### config.mk
export PLATFORM = sky130hd
export DESIGN_NAME = unit_status_uart
export DESIGN_NICKNAME = d
export VERILOG_FILES = /design/src/rtl/unit_status_uart.sv
export SDC_FILE = /design/constraint.sdc
export NUM_CORES = 1
export LEC_CHECK = 0
export BUFFER_PORTS_ARGS = -buffer_cell sky130_fd_sc_hd__buf_2
export CELL_PAD_IN_SITES_DETAIL_PLACEMENT = 1
export CELL_PAD_IN_SITES_GLOBAL_PLACEMENT = 1
export CORE_MARGIN = 8
export CORE_UTILIZATION = 50
export DETAILED_ROUTE_END_ITERATION = 7
export PLACE_DENSITY = 0.86
export SYNTH_ARGS = -nofsm -noshare
export SYNTH_HDL_FRONTEND = slang
export SYNTH_SLANG_ARGS = --single-unit
### constraint.sdc
create_clock -name clk -period 6.5 [get_ports clk]
set_clock_uncertainty 0.1 [all_clocks]
set_input_delay 0.325 -clock clk [delete_from_list [all_inputs] [get_ports clk]]
set_output_delay 0.325 -clock clk [all_outputs]
set_load 0.05 [all_outputs]
### src/rtl/unit_status_uart.sv
// Debug telemetry UART: packs DC-link voltage, error word and status flags into an 8-byte 8N1 frame on tx2.
// Latency: 2 clk from trigger cycle to start bit; a frame lasts 80*BAUD_DIV clk with no inter-byte gap.
// No backpressure: triggers arriving mid-frame collapse into one pending frame sent right after the current one.
module unit_status_uart #(
    parameter int unsigned BAUD_DIV        = 347,
    parameter int unsigned FRAME_PERIOD_MS = 10
) (
    input  logic        clk,
    input  logic        Reset,
    input  logic        time_1ms,
    input  logic [11:0] udc_volt,
    input  logic [11:0] err_info,
    input  logic [3:0]  status,
    output logic        tx2,
    output logic        busy,
    output logic [7:0]  frame_seq
);

    localparam logic [15:0] BAUD_LAST   = 16'(BAUD_DIV - 1);
    localparam logic [7:0]  PERIOD_LAST = 8'(FRAME_PERIOD_MS - 1);

    typedef enum logic [1:0] {
        S_IDLE  = 2'd0,
        S_START = 2'd1,
        S_DATA  = 2'd2,
        S_STOP  = 2'd3
    } state_t;

    // Trigger bookkeeping
    logic [7:0]  period_cnt_q;
    logic        pending_q;
    logic [11:0] last_err_q;

    // Frame snapshot, frozen for the whole frame
    logic [7:0]  seq_q;
    logic [11:0] udc_q;
    logic [11:0] err_q;
    logic [3:0]  status_q;
    logic [7:0]  csum_q;

    // Serializer
    state_t      state_q;
    logic [15:0] baud_cnt_q;
    logic [2:0]  bit_idx_q;
    logic [2:0]  byte_idx_q;
    logic        tx2_q;
    logic        busy_q;

    logic        period_hit;
    logic        err_changed;
    logic        start_frame;
    logic        baud_last;
    logic [7:0]  seq_next;
    logic [7:0]  csum_next;
    logic [7:0]  cur_byte;
    logic [2:0]  bit_idx_next;

    assign period_hit   = time_1ms && (period_cnt_q == PERIOD_LAST);
    assign err_changed  = (err_info != last_err_q);
    assign start_frame  = (state_q == S_IDLE) && pending_q;
    assign baud_last    = (baud_cnt_q == BAUD_LAST);
    assign bit_idx_next = bit_idx_q + 3'd1;
    assign seq_next     = seq_q + 8'd1;

    // Checksum covers bytes 2..6 of the frame being started, computed from the live inputs being latched
    assign csum_next = seq_next
                     + {status, udc_volt[11:8]}
                     + udc_volt[7:0]
                     + {4'h0, err_info[11:8]}
                     + err_info[7:0];

    // Select the byte currently on the line from the frozen snapshot
    always_comb begin
        cur_byte = 8'hA5;
        case (byte_idx_q)
            3'd0:    cur_byte = 8'hA5;
            3'd1:    cur_byte = 8'h5A;
            3'd2:    cur_byte = seq_q;
            3'd3:    cur_byte = {status_q, udc_q[11:8]};
            3'd4:    cur_byte = udc_q[7:0];
            3'd5:    cur_byte = {4'h0, err_q[11:8]};
            3'd6:    cur_byte = err_q[7:0];
            3'd7:    cur_byte = csum_q;
            default: cur_byte = 8'hA5;
        endcase
    end

    // Free-running 1 ms period counter, independent of frame activity
    always_ff @(posedge clk or posedge Reset) begin
        if (Reset) begin
            period_cnt_q <= 8'd0;
        end else if (time_1ms) begin
            period_cnt_q <= period_hit ? 8'd0 : period_cnt_q + 8'd1;
        end
    end

    // Pending request: set by period hit or error change, cleared when a frame starts.
    // At frame start the error word is absorbed by the snapshot, so only a period hit can re-arm it.
    always_ff @(posedge clk or posedge Reset) begin
        if (Reset) begin
            pending_q <= 1'b0;
        end else if (start_frame) begin
            pending_q <= period_hit;
        end else if (period_hit || err_changed) begin
            pending_q <= 1'b1;
        end
    end

    // Snapshot inputs, checksum and sequence number on the frame-start edge
    always_ff @(posedge clk or posedge Reset) begin
        if (Reset) begin
            seq_q      <= 8'hFF;
            udc_q      <= 12'd0;
            err_q      <= 12'd0;
            status_q   <= 4'd0;
            csum_q     <= 8'd0;
            last_err_q <= 12'd0;
        end else if (start_frame) begin
            seq_q      <= seq_next;
            udc_q      <= udc_volt;
            err_q      <= err_info;
            status_q   <= status;
            csum_q     <= csum_next;
            last_err_q <= err_info;
        end
    end

    // Serializer FSM: start bit, 8 data bits LSB first, stop bit, back-to-back for 8 bytes
    always_ff @(posedge clk or posedge Reset) begin
        if (Reset) begin
            state_q    <= S_IDLE;
            baud_cnt_q <= 16'd0;
            bit_idx_q  <= 3'd0;
            byte_idx_q <= 3'd0;
            tx2_q      <= 1'b1;
            busy_q     <= 1'b0;
        end else begin
            case (state_q)
                S_IDLE: begin
                    tx2_q  <= 1'b1;
                    busy_q <= 1'b0;
                    if (pending_q) begin
                        state_q    <= S_START;
                        tx2_q      <= 1'b0;
                        busy_q     <= 1'b1;
                        baud_cnt_q <= 16'd0;
                        bit_idx_q  <= 3'd0;
                        byte_idx_q <= 3'd0;
                    end
                end
                S_START: begin
                    if (baud_last) begin
                        baud_cnt_q <= 16'd0;
                        bit_idx_q  <= 3'd0;
                        tx2_q      <= cur_byte[0];
                        state_q    <= S_DATA;
                    end else begin
                        baud_cnt_q <= baud_cnt_q + 16'd1;
                    end
                end
                S_DATA: begin
                    if (baud_last) begin
                        baud_cnt_q <= 16'd0;
                        if (bit_idx_q == 3'd7) begin
                            tx2_q   <= 1'b1;
                            state_q <= S_STOP;
                        end else begin
                            bit_idx_q <= bit_idx_next;
                            tx2_q     <= cur_byte[bit_idx_next];
                        end
                    end else begin
                        baud_cnt_q <= baud_cnt_q + 16'd1;
                    end
                end
                S_STOP: begin
                    if (baud_last) begin
                        baud_cnt_q <= 16'd0;
                        if (byte_idx_q == 3'd7) begin
                            state_q <= S_IDLE;
                            busy_q  <= 1'b0;
                            tx2_q   <= 1'b1;
                        end else begin
                            byte_idx_q <= byte_idx_q + 3'd1;
                            tx2_q      <= 1'b0;
                            state_q    <= S_START;
                        end
                    end else begin
                        baud_cnt_q <= baud_cnt_q + 16'd1;
                    end
                end
                default: begin
                    state_q <= S_IDLE;
                    tx2_q   <= 1'b1;
                    busy_q  <= 1'b0;
                end
            endcase
        end
    end

    assign tx2       = tx2_q;
    assign busy      = busy_q;
    assign frame_seq = seq_q;

endmodule

==> flow_metrics.py, run 1 <==
metrics = {
    "sta": {
        "fin_crit_sh_pct": 53.4,
        "slew_violations": 0,
        "whs_ns": 0.131,
        "setup_slack_ns": 3.03,
        "rsz0062_at_grt": "false",
        "slew_headroom_pct": 31.1,
        "finalSetupViolations": 0,
        "max_freq_mhz": 288,
        "tns_ns": 0,
        "hold_viol": 0,
        "period_needed_ns": 3.47,
        "worstMarginPinSlew_ns": 1.03,
    },
    "grt": {
        "antenna_found_initial": 0,
        "grt_overflow": 0,
        "met1_usage_pct": 25.8,
        "grt_max_degree": 80,
        "grt.total_usage_pct": 20.9,
        "grt_pass1_vias": 4296,
        "grtUsageMet3_pct": 3.99,
        "grtUsageMet2_pct": 35.1,
        "grt-busiest-layer": "met2",
        "grt_pass1_wl_um": 21600,
    },
    "worst_setup_path": {
        "crit_path_end": "csum_q[7]$_DFFE_PP0P_",
        "crit_path_frequent_cell": "ha_1",
        "timing.rr.end": "csum_q[7]$_DFFE_PP0P_",
        "crit_family": "adder cells",
        "rr_startpoint": "frame_seq[0]$_DFFE_PP1P_",
        "cp_max_fo": 6,
        "cp.required_ns": 6.63,
        "crit_chain": "ha_1 -> nand3_1 -> xnor2_1 -> fa_1 -> ha_1 -> ha_1 -> o21ai_0 -> o21bai_1 -> a21oi_1 -> xnor2_1 -> o21ai_0",
        "crit_type": "flip-flop to flip-flop",
        "worstSetupStartpointType": "flip-flop",
        "critPathLaunch": "frame_seq[0]$_DFFE_PP1P_",
        "rrSetupSlack_ns": 3.03,
        "critPathBufInv": 0,
        "r2r_cells": 11,
        "critPathArrivalTime_ns": 3.60,
        "cp-end-kind": "flip-flop",
        "critical_path_depth": 11,
        "max_stage_delay_ns": 0.60,
        "slowest_stage": "dfstp_2",
    },
    "route": {
        "num_vias": 3798,
        "drcViolationCount": 0,
        "firstDrtPassIters": 6,
        "totalWireLength_um": 12900,
        "wl_per_cell_um": 19.5,
        "postRouteAntennaNets": 0,
        "drt_iter0_drc": 213,
        "vias_per_cell": 5.72,
    },
    "yosys": {
        "synth_cells": 492,
        "ys_types": 52,
        "synth_seq_area_share_pct": 40.3,
        "synth_warnings": 0,
        "ys.flop_type": "dfrtp_1",
        "synth-edff-count": 0,
        "synth_seq_cells": 79,
        "synthesis.area_mm2": 0.00493,
        "synth_nets": 569,
        "synthArstFlopShare_pct": 100,
        "avgSynthCellArea_um2": 10.0,
    },
    "clock_tree": {
        "cts_tree": "built",
        "cts_sinks": 79,
        "clkSlewWorstSetupHoldPaths_ns": 0.08,
        "ctsLongestPathBuffers": 2,
        "htree_num_levels": 3,
        "clockRootBuffer": "clkbuf_8",
        "post_cts_buffers": 0,
        "cts_hold_repair.buffers": 0,
        "cts_made_buffers": 9,
        "cts_resized": 0,
        "insertion_delay_ns": 0.36,
    },
    "finish": {
        "syn2layout_area_growth_pct": 9.23,
        "finish.utilization_pct": 55.6,
        "final_nets": 603,
        "final_area_mm2": 0.00539,
        "layout-drive-gt1-share_pct": 17.1,
        "instances_no_fill": 664,
        "n_antenna_cell": 0,
    },
    "die": {
        "start_util_pct": 50.9,
        "rows": 36,
        "dieHeight_um": 115,
        "coreArea_mm2": 0.00968,
        "boundaryPins": 41,
        "die_area_mm2": 0.0133,
        "dieWidth_um": 115,
    },
    "placed_design": {
        "portBuffers": 40,
        "gp_congestion": 0.780,
        "placed_area_mm2": 0.00523,
        "hpwl_um": 9460,
        "placed_cells": 648,
        "dp_slack_ns": 2.78,
    },
    "power": {
        "fin_total_pwr_mw": 2.50,
        "p_leak_nw": 2.45,
        "ir_worst_vdd_mv": 0.245,
        "power_density_mw_per_mm2": 464,
    },
    "min_path": {
        "hp-class": "input port to flip-flop",
    },
    "outcome": {
        "status": "complete, no violations",
    },
    "flow_run": {
        "drv_cap": 0,
    },
}
-- cell families after synthesis --
group                    after synthesis  share of synthesized area (%)
AND/OR/NAND/NOR                      138                           14.1
AO/OA/AOI/OAI                         94                           11.9
flip-flops                            79                           40.3
buffers and inverters                 60                           4.97
XOR/XNOR                              52                           9.23
adder cells (fa/ha/maj)               46                           14.3
multiplexers                          23                           5.22
-- area by class of cell --
| cell class | instances | area [um2] |
|---|---|---|
| Multi-Input combinational cell | 353 | 2700 |
| Timing Repair Buffer | 42 | 215 |
| Sequential cell | 79 | 1990 |
| Inverter | 41 | 155 |
| Clock buffer | 15 | 156 |
| Clock inverter | 1 | 5.00 |
| Fill cell | 1099 | 4300 |
| Tap cell | 133 | 166 |
-- layout by cell type, fill, tap and decap left out, drive strengths merged, types with 17 or more instances in the layout --
master,n
nand2,53
o21ai,40
dfrtp,70
inv,40
fa,17
buf,42
mux2,22
xnor2,30
nor2,27
xor2,22
ha,29
-- worst min-delay path by stage --
stage / start / endpoint / slack [ns] / cells after the start
6_report: udc_volt[0] / udc_q[0]$_DFFE_PP0P_ / 0.13 / 2
3_5_place_dp: udc_q[4]$_DFFE_PP0P_ / udc_q[4]$_DFFE_PP0P_ / 0.38 / 2
4_1_cts: udc_volt[0] / udc_q[0]$_DFFE_PP0P_ / 0.13 / 2
3_3_place_gp: busy$_DFFE_PP0P_ / busy$_DFFE_PP0P_ / 0.36 / 2
2_1_floorplan: time_1ms / period_cnt_q[0]$_DFFE_PP0P_ / 0.32 / 1
5_1_grt: err_info[8] / err_q[8]$_DFFE_PP0P_ / 0.14 / 2
-- flip-flops by register name, indices dropped and copies added, names as in the netlist, 2 cells and up --
register	count
baud_cnt_q	16
bit_idx_q	3
byte_idx_q	3
csum_q	8
err_q	12
frame_seq	8
period_cnt_q	8
state_q	2
status_q	4
udc_q	12
-- power by group --
group          switching [mW]  total (mW)  internal (mW)
Clock                   0.180       0.330          0.150
Combinational           0.775        1.30          0.522
Sequential              0.182       0.875          0.693
Total                    1.14        2.50           1.36
-- synthesized netlist by cell type, types with 9 or more instances --
library cell	count	area share, %
nand4_1	10	1.3
o21ai_0	40	4.1
clkbuf_1	15	1.1
a21oi_1	15	1.5
nor2_1	27	2.1
mux2_2	22	5.0
dfrtp_1	70	36
inv_1	41	3.1
xor2_1	22	3.9
nand2_1	53	4.0
dfstp_2	9	4.8
fa_1	17	6.9
ha_1	29	7.4
xnor2_1	30	5.3
nand3_1	9	0.91
-- metal layers --
metal  share of wire (%)  vias up  wire, um
met5                   0        -         0
met4                 2.3        0       301
met3                 4.0       29       513
met2                  50       96      6470
met1                  44     1927      5660
li1                    -     1746         -
Note: power is estimated with default switching activity, not from simulation.
==> inputs of run 2 (changes only) <==
--- a/config.mk
+++ b/config.mk
@@ -9,9 +9,9 @@
 export CELL_PAD_IN_SITES_DETAIL_PLACEMENT = 1
 export CELL_PAD_IN_SITES_GLOBAL_PLACEMENT = 1
 export CORE_MARGIN = 8
-export CORE_UTILIZATION = 50
+export CORE_UTILIZATION = 47
 export DETAILED_ROUTE_END_ITERATION = 7
-export PLACE_DENSITY = 0.86
+export PLACE_DENSITY = 0.82
 export SYNTH_ARGS = -nofsm -noshare
 export SYNTH_HDL_FRONTEND = slang
 export SYNTH_SLANG_ARGS = --single-unit
==> constraint.sdc (replaced) <==
create_clock -name clk -period 3.4 [get_ports clk]
set_clock_uncertainty 0.1 [all_clocks]
set_input_delay 0.17 -clock clk [delete_from_list [all_inputs] [get_ports clk]]
set_output_delay 0.17 -clock clk [all_outputs]
set_load 0.05 [all_outputs]
==> flow_metrics.py, run 2 (synthesis results as in run 1) <==
metrics = {
    "finish": {
        "regArea_mm2": 0.00199,
        "n_antenna_cell": 0,
        "final_nets": 622,
        "largest_reg_flops": 16,
        "final_area_mm2": 0.00564,
        "syn2layout_area_growth_pct": 14.3,
        "most-common-layout-cells": "dfrtp_1, nand2_1, inv_1, o21ai_0, buf_2",
        "layout_commonest_cell": "dfrtp_1",
        "layout-drive-gt1-share_pct": 19.1,
        "top_regs": "baud_cnt_q (16), err_q (12), udc_q (12)",
        "fillCellCount": 1171,
        "top_register": "baud_cnt_q",
        "multiInputGateArea_mm2": 0.00273,
        "instances_no_fill": 685,
        "finish.utilization_pct": 54.9,
    },
    "route": {
        "firstDrtPassIters": 4,
        "wl_per_cell_um": 19.1,
        "drt_iter0_drc": 214,
        "drcViolationCount": 0,
        "num_vias": 3805,
        "vias_per_cell": 5.55,
        "postRouteAntennaNets": 0,
        "totalWireLength_um": 13100,
    },
    "grt": {
        "antenna_found_initial": 0,
        "grt_overflow": 0,
        "grt_max_degree": 34,
        "grt.total_usage_pct": 19.6,
        "grt_pass1_vias": 4261,
        "grt_pass1_wl_um": 22200,
    },
    "worst_setup_path": {
        "critPathArrivalTime_ns": 3.41,
        "cp_max_fo": 5,
        "r2r_cells": 11,
        "rr_startpoint": "frame_seq[1]$_DFFE_PP1P_",
        "rrSetupSlack_ns": 0.13,
        "crit_type": "flip-flop to flip-flop",
        "cp.required_ns": 3.54,
        "worstSetupStartpointType": "flip-flop",
        "timing.rr.end": "csum_q[7]$_DFFE_PP0P_",
        "cp-end-kind": "flip-flop",
    },
    "min_path": {
        "hold-path-cell-count": 2,
        "holdPathEnd": "err_q[0]$_DFFE_PP0P_",
        "min_from": "err_info[0]",
        "hp-class": "input port to flip-flop",
    },
    "sta": {
        "max_freq_mhz": 306,
        "setup_slack_ns": 0.133,
        "tns_ns": 0,
        "finalSetupViolations": 0,
        "hold_viol": 0,
        "worstMarginPinSlew_ns": 0.801,
        "period_needed_ns": 3.27,
        "fin_crit_sh_pct": 96.1,
        "slew_headroom_pct": 46.6,
        "slew_violations": 0,
        "whs_ns": 0.00584,
    },
    "placed_design": {
        "placed_area_mm2": 0.00530,
        "placed_cells": 658,
        "gp_congestion": 0.834,
        "dp_slack_ns": -0.0664,
        "portBuffers": 40,
        "hpwl_um": 9750,
    },
    "clock_tree": {
        "insertion_delay_ns": 0.36,
        "ctsLongestPathBuffers": 2,
        "cts_sinks": 79,
        "clockRootBuffer": "clkbuf_8",
        "cts_tree": "built",
        "cts_made_buffers": 9,
        "post_cts_buffers": 0,
        "htree_num_levels": 3,
        "clkSlewWorstSetupHoldPaths_ns": 0.08,
    },
    "power": {
        "p_leak_nw": 2.58,
        "power_density_mw_per_mm2": 874,
        "fin_total_pwr_mw": 4.93,
        "ir_worst_vdd_mv": 0.439,
    },
    "die": {
        "die_area_mm2": 0.0140,
        "coreArea_mm2": 0.0103,
        "dieHeight_um": 118,
        "start_util_pct": 48.0,
        "dieWidth_um": 118,
        "boundaryPins": 41,
        "rows": 37,
    },
    "outcome": {
        "status": "complete, no violations",
    },
    "flow_run": {
        "drv_cap": 0,
    },
}
[run 2: metal layers]
layer,track usage (%),wire length [um],vias up,part of all wire (%)
met2,33.5,6670,67,51
met4,8.14,279,0,2.1
met5,0,0,-,0
met3,3.62,495,21,3.8
li1,-,-,1786,-
met1,24.0,5650,1931,43
[run 2: worst max-delay path by stage]
stage | start | end | slack (ns) | depth (start not counted)
after floorplan | frame_seq[0]$_DFFE_PP1P_ | csum_q[7]$_DFFE_PP0P_ | 0.18 | 11
after global placement | udc_volt[1] | csum_q[7]$_DFFE_PP0P_ | 0.06 | 15
after detailed placement | udc_volt[1] | csum_q[7]$_DFFE_PP0P_ | -0.07 | 15
after CTS | frame_seq[1]$_DFFE_PP1P_ | csum_q[7]$_DFFE_PP0P_ | 0.08 | 11
after global routing | frame_seq[1]$_DFFE_PP1P_ | csum_q[7]$_DFFE_PP0P_ | -0.005 | 11
final | frame_seq[1]$_DFFE_PP1P_ | csum_q[7]$_DFFE_PP0P_ | 0.13 | 11
[run 2: repair_timing]
| item | in CTS | in global routing |
|---|---|---|
| hold endpoints to repair | 34 | 0 |
| endpoints found under the setup margin | 0 | 1 |
| resized for setup | 0 | 6 |
| hold buffers | 12 | 0 |
[run 2: critical path: stages (launching register included)]
cell and delay [ns]:
dfstp_2 0.57, and3_1 0.30, nand3_2 0.17, xnor2_2 0.18, fa_1 0.49, ha_1 0.31, ha_1 0.34, o21ai_0 0.13
o21bai_1 0.23, a21oi_2 0.10, xnor2_1 0.14, o21ai_0 0.09
[run 2: power by group]
part	leakage [nW]	switching, mW	internal, mW
clock network	0.0968	0.335	0.377
logic	1.51	1.49	1.07
registers	0.973	0.337	1.32
[run 2: cell type report]
class / count / area share, %
sequential: 79 / 35.2
inverter: 41 / 2.75
tap: 136 / 3.02
clock inverter: 1 / 0.532
multi-input combinational: 353 / 48.5
clock buffer: 14 / 2.88
timing repair buffer: 61 / 7.10
